`src/rtl/st7735_pkg.sv`:
```
// st7735_pkg: shared opcodes, FSM encoding and panel defaults for the ST7735 window fill.
package st7735_pkg;

    localparam int DEF_WIDTH_PX  = 128;
    localparam int DEF_HEIGHT_PX = 160;

    localparam logic [7:0] CMD_CASET = 8'h2A;
    localparam logic [7:0] CMD_RASET = 8'h2B;
    localparam logic [7:0] CMD_RAMWR = 8'h2C;

    typedef enum logic [2:0] {
        S_IDLE   = 3'd0,
        S_CASET  = 3'd1,
        S_RASET  = 3'd2,
        S_RAMWR  = 3'd3,
        S_PIXEL  = 3'd4,
        S_FINISH = 3'd5
    } state_e;

    // Address-set sequence: opcode, 0x00, start, 0x00, end.
    function automatic logic [7:0] addr_byte(input logic [7:0] cmd, input logic [2:0] idx,
                                             input logic [7:0] lo, input logic [7:0] hi);
        return idx == 3'd0 ? cmd : idx == 3'd2 ? lo : idx == 3'd4 ? hi : 8'h00;
    endfunction

endpackage

```
`src/rtl/st7735_fill.sv`:
```
// st7735_fill: streams CASET/RASET/RAMWR plus a solid RGB565 pixel run
// for a rectangular window as a valid/ready byte stream.
module st7735_fill
    import st7735_pkg::*;
#(
    parameter int WIDTH_PX  = DEF_WIDTH_PX,
    parameter int HEIGHT_PX = DEF_HEIGHT_PX
) (
    input  logic        SYSTEM_CLK,
    input  logic        RST_N,
    input  logic        START,
    input  logic [7:0]  X0,
    input  logic [7:0]  X1,
    input  logic [7:0]  Y0,
    input  logic [7:0]  Y1,
    input  logic [15:0] COLOR,
    output logic        BUSY,
    output logic        DONE,
    output logic        ERR,
    output logic [7:0]  TX_DATA,
    output logic        TX_DC,
    output logic        TX_VALID,
    input  logic        TX_READY
);

    state_e      state_q, state_d;
    logic [2:0]  idx_q, idx_d;
    logic [14:0] pix_q, pix_d;
    logic [14:0] last_q, last_d;
    logic        lo_q, lo_d;
    logic [7:0]  x0_q, x0_d, x1_q, x1_d, y0_q, y0_d, y1_q, y1_d;
    logic [15:0] color_q, color_d;
    logic        err_q, err_d;
    logic        win_ok, xfer;
    logic [14:0] area;

    assign TX_VALID = state_q inside {S_CASET, S_RASET, S_RAMWR, S_PIXEL};
    assign BUSY     = TX_VALID;
    assign DONE     = state_q == S_FINISH;
    assign ERR      = err_q;
    assign TX_DC    = TX_VALID && !(state_q != S_PIXEL && idx_q == 3'd0);
    assign TX_DATA  = state_q == S_CASET ? addr_byte(CMD_CASET, idx_q, x0_q, x1_q) :
                      state_q == S_RASET ? addr_byte(CMD_RASET, idx_q, y0_q, y1_q) :
                      state_q == S_RAMWR ? CMD_RAMWR :
                      state_q == S_PIXEL ? (lo_q ? color_q[7:0] : color_q[15:8]) : 8'h00;

    always_comb begin
        state_d = state_q;
        idx_d   = idx_q;
        pix_d   = pix_q;
        last_d  = last_q;
        lo_d    = lo_q;
        x0_d    = x0_q;
        x1_d    = x1_q;
        y0_d    = y0_q;
        y1_d    = y1_q;
        color_d = color_q;
        err_d   = 1'b0;
        win_ok  = (X0 <= X1) && (32'(X1) < WIDTH_PX) && (Y0 <= Y1) && (32'(Y1) < HEIGHT_PX);
        // Only meaningful for an accepted window, where it is at most 128*160 and cannot wrap.
        area    = ({7'd0, X1 - X0} + 15'd1) * ({7'd0, Y1 - Y0} + 15'd1);
        xfer    = TX_VALID && TX_READY;
        case (state_q)
            S_IDLE: begin
                if (START && win_ok) begin
                    state_d = S_CASET;
                    idx_d   = 3'd0;
                    x0_d    = X0;
                    x1_d    = X1;
                    y0_d    = Y0;
                    y1_d    = Y1;
                    color_d = COLOR;
                    last_d  = area - 15'd1;
                end else if (START) begin
                    err_d = 1'b1;
                end
            end
            S_CASET, S_RASET: begin
                if (xfer) begin
                    idx_d = idx_q == 3'd4 ? 3'd0 : idx_q + 3'd1;
                    if (idx_q == 3'd4) state_d = state_q == S_CASET ? S_RASET : S_RAMWR;
                end
            end
            S_RAMWR: begin
                if (xfer) begin
                    state_d = S_PIXEL;
                    pix_d   = 15'd0;
                    lo_d    = 1'b0;
                end
            end
            S_PIXEL: begin
                if (xfer) begin
                    lo_d = !lo_q;
                    if (lo_q && pix_q == last_q) state_d = S_FINISH;
                    else if (lo_q) pix_d = pix_q + 15'd1;
                end
            end
            S_FINISH: state_d = S_IDLE;
            default:  state_d = S_IDLE;
        endcase
    end

    always_ff @(posedge SYSTEM_CLK) begin
        if (!RST_N) begin
            state_q <= S_IDLE;
            idx_q   <= 3'd0;
            pix_q   <= 15'd0;
            last_q  <= 15'd0;
            lo_q    <= 1'b0;
            x0_q    <= 8'd0;
            x1_q    <= 8'd0;
            y0_q    <= 8'd0;
            y1_q    <= 8'd0;
            color_q <= 16'd0;
            err_q   <= 1'b0;
        end else begin
            state_q <= state_d;
            idx_q   <= idx_d;
            pix_q   <= pix_d;
            last_q  <= last_d;
            lo_q    <= lo_d;
            x0_q    <= x0_d;
            x1_q    <= x1_d;
            y0_q    <= y0_d;
            y1_q    <= y1_d;
            color_q <= color_d;
            err_q   <= err_d;
        end
    end

endmodule

```
`config.mk`:
```
export PLATFORM = sky130hd
export DESIGN_NAME = st7735_fill
export DESIGN_NICKNAME = d
export VERILOG_FILES = /design/src/rtl/st7735_pkg.sv /design/src/rtl/st7735_fill.sv
export SDC_FILE = /design/constraint.sdc
export NUM_CORES = 1
export LEC_CHECK = 0
export CORE_ASPECT_RATIO = 0.7
export CORE_UTILIZATION = 40
export DETAILED_ROUTE_END_ITERATION = 8
export GPL_ROUTABILITY_DRIVEN = 0
export PLACE_DENSITY = 0.68
export SYNTH_ARGS = -nofsm -noshare
export SYNTH_HDL_FRONTEND = slang
export SYNTH_SLANG_ARGS = --single-unit
```
`constraint.sdc`:
```
create_clock -name SYSTEM_CLK -period 8.6 [get_ports SYSTEM_CLK]
set_clock_uncertainty 0.05 [all_clocks]
set_input_delay 1.72 -clock SYSTEM_CLK [delete_from_list [all_inputs] [get_ports SYSTEM_CLK]]
set_output_delay 1.72 -clock SYSTEM_CLK [all_outputs]
set_load 0.02 [all_outputs]
```
==> results.py <==
metrics = {
    "status": {
        "outcome": "complete, no violations",
    },
    "worst_setup_path": {
        "cp_max_fo": 3,
        "worstPathRequired_ns": 8.77,
        "timing.critical_path.buf_inv": 6,
        "critical_path_class": "input pin to flop",
        "cpPeakStageDelay_ns": 0.55,
        "cp-startpoint": "X1[0]",
        "r2r_cells": 8,
        "cp.depth": 30,
        "crit_top_cell": "fa_1",
        "critPathSlowestCell": "fa_1",
        "crit_family": "adder cells",
        "r2r-end": "pix_q[12]$_SDFFE_PN0P_",
        "r2r-start": "state_q[2]$_SDFFE_PN0P_",
        "ff2ff_setup_slack_ns": 5.42,
        "crit_end": "last_q[14]$_SDFFE_PN0P_",
        "start_kind": "input pin",
        "worst_setup_path_end_kind": "flop",
        "arrival_ns": 8.52,
    },
    "drt": {
        "ant_nets": 0,
        "vias": 6763,
        "dr.pass1.iters": 4,
        "drt_wl_total_um": 19710,
        "drc_errors": 0,
        "drt-vias-per-instance": 5.010,
        "drt_iter0_drc": 366,
        "wl_per_cell_um": 14.60,
    },
    "synth": {
        "syn_inst": 952,
        "yosysUniqueCellTypes": 72,
        "netlist.area_leader.share_pct": 22.74,
        "avgSynthCellArea_um2": 7.953,
        "synthMostInstantiatedCell": "nand2_1",
        "ys_seq_area_share_pct": 22.74,
        "syn-num-nets": 1117,
        "ys_ff_latch": 86,
        "synth_largest_area_cell": "dfxtp_1",
        "yosys-top-cells-area": "dfxtp_1 (23%), fa_1 (14%), ha_1 (9.9%), nand2_1 (8.8%), a21oi_1 (5.9%)",
        "synth_ff_type": "dfxtp_1",
        "synthArstFlopShare_pct": 0,
        "ys_warn_count": 0,
        "synth_common_cells": "nand2_1 (178), inv_1 (117), a21oi_1 (90)",
        "synth_edf_count": 0,
        "syn-cell-area_mm2": 0.007571,
    },
    "global_route": {
        "grt_usage_pct": 20.76,
        "grt_pass1_wl_um": 32360,
        "grt_pass1_vias": 6590,
        "grt_max_degree": 68,
        "antenna_found_initial": 0,
        "grt_overflow_total": 0,
    },
    "clocking": {
        "hold_buffers": 0,
        "clk_pin_slew_ns": 0.07,
        "insertion_delay_ns": 0.34,
        "cts_tree": "yes",
        "clock-root-buffer": "clkbuf_16",
        "htreeDepth": 3,
        "cts_buffers": 9,
        "clkSinkCount": 86,
        "clockBufferDepth": 2,
    },
    "die": {
        "pin_count": 65,
        "fp-row-count": 41,
        "die_y_um": 117.1,
        "core-area_mm2": 0.01826,
        "die_area_mm2": 0.01949,
        "start_util_pct": 41.46,
        "die_x_um": 166.4,
    },
    "job": {
        "max-cap-violations": 0,
    },
    "timing": {
        "relSlewSlack_pct": 30.33,
        "hold_viol": 0,
        "max_freq_ghz": 0.1199,
        "finalSetupViolCount": 0,
        "slew_viol_final": 0,
        "period_share_pct": 97.02,
        "worst_pin_slew_ns": 1.038,
        "fin_crit_ns": 8.343,
    },
    "cells_and_area": {
        "area_growth_pct": 29.28,
        "nNetsFinal": 1274,
        "antenna_cells": 0,
        "drive_gt1_share_pct": 16.61,
        "stdcell_area_mm2": 0.009788,
    },
    "hold_path": {
        "hold_path_class": "flop to flop",
        "holdCritStartpoint": "color_q[8]$_SDFFE_PN0P_",
    },
    "place": {
        "post_dp_cell_area_mm2": 0.009188,
        "port_buffers": 64,
        "dp.final_hpwl_um": 15570,
    },
}
## metrics by stage
stage	utilization, %	setup slack [ns]	setup TNS [ns]	instances	hold WS (ns)
5_1_grt	53.60	-0.03552	-0.06990	1350	0.4226
2_1_floorplan	-	0.02611	0	952	0.3857
3_3_place_gp	50.31	-0.5005	-0.8026	1322	0.3920
6_report	53.60	0.2566	0	1350	0.4031
3_5_place_dp	50.31	-0.6553	-1.148	1322	0.3963
4_1_cts	52.81	0.005135	0	1347	0.4064
## sequential cells by signal (all words and copies together) (netlist names)
name / flops
color_q: 16
last_q: 15
pix_q: 15
x0_q: 8
x1_q: 8
y0_q: 8
y1_q: 8
idx_q: 3
state_q: 3
ERR: 1
lo_q: 1
## how the worst min path moves through the flow
stage | end | slack, ns | cells past startpoint
floorplan | color_q[10]$_SDFFE_PN0P_ | 0.39 | 2
global placement | x1_q[0]$_SDFFE_PN0P_ | 0.39 | 2
detailed placement | color_q[14]$_SDFFE_PN0P_ | 0.40 | 2
CTS | color_q[14]$_SDFFE_PN0P_ | 0.41 | 2
global route | color_q[11]$_SDFFE_PN0P_ | 0.42 | 2
finish | color_q[8]$_SDFFE_PN0P_ | 0.40 | 2
## per-layer routing
layer | share of wire [%] | global-route usage (%) | vias up
li1 | - | - | 3432
met3 | 4.0 | 3.766 | 16
met4 | 1.3 | 4.198 | 0
met1 | 53 | 29.84 | 3176
met5 | 0 | 0 | -
met2 | 42 | 32.66 | 139
## cell type report
cell class / instances / area (um2)
inverter: 117 / 439.2
clock buffer: 10 / 239.0
fill: 1693 / 8474
clock inverter: 6 / 75.07
sequential: 86 / 1722
timing repair buffer: 184 / 1575
tap: 236 / 295.3
multi-input combinational: 711 / 5443
## placed cells by master, fill, tap and decap left out, drive strengths merged, types with 3 or more instances in the layout
cell / count
clkbuf: 10
a21o: 7
mux2i: 13
xnor2: 47
o211ai: 4
xor2: 19
nor4: 4
buf: 120
ha: 60
nand2: 179
o21a: 4
o21ai: 20
fa: 53
nor3: 12
o22a: 7
a21oi: 91
dlymetal6s2s: 9
or2: 4
and4: 3
a221oi: 3
a22oi: 8
nand3: 16
inv: 121
nor3b: 3
o21bai: 4
nor2: 66
and2: 17
a211oi: 7
nand2b: 3
nand4b: 3
dfxtp: 86
clkdlybuf4s50: 54
nor2b: 10
and3: 9
nand4: 8
## logic make-up (layout without fill, tap and decap cells)
group / Yosys count / in the layout / synth area share (%)
adders and majority gates: 113 / 113 / 23.93
DFF: 86 / 86 / 22.74
and+or+nand+nor: 345 / 345 / 20.99
AOI/OAI and AO/OA: 174 / 174 / 14.92
muxes: 13 / 13 / 1.719
xor gates and xnor gates: 66 / 66 / 7.933
buffers and inverters: 155 / 317 / 7.767
## worst reg2reg max path, stage by stage (launching register included)
cell	delay (ns)
dfxtp_1	0.67
nand2_1	0.43
nor2_1	0.32
o21a_1	0.17
o221ai_2	0.22
nor4_1	0.77
nand3_1	0.19
xor2_1	0.16
nor2_1	0.05
## repair_timing
item / 4_1_cts / 5_1_grt
endpoints found under the setup margin: 2 / 3
gates resized for setup: 16 / 22
pin swaps: 20 / 24
buffers inserted: 9 / 3
Power is not shown: default switching activity piles up to over one toggle a cycle in this logic, so the estimate is an artifact.
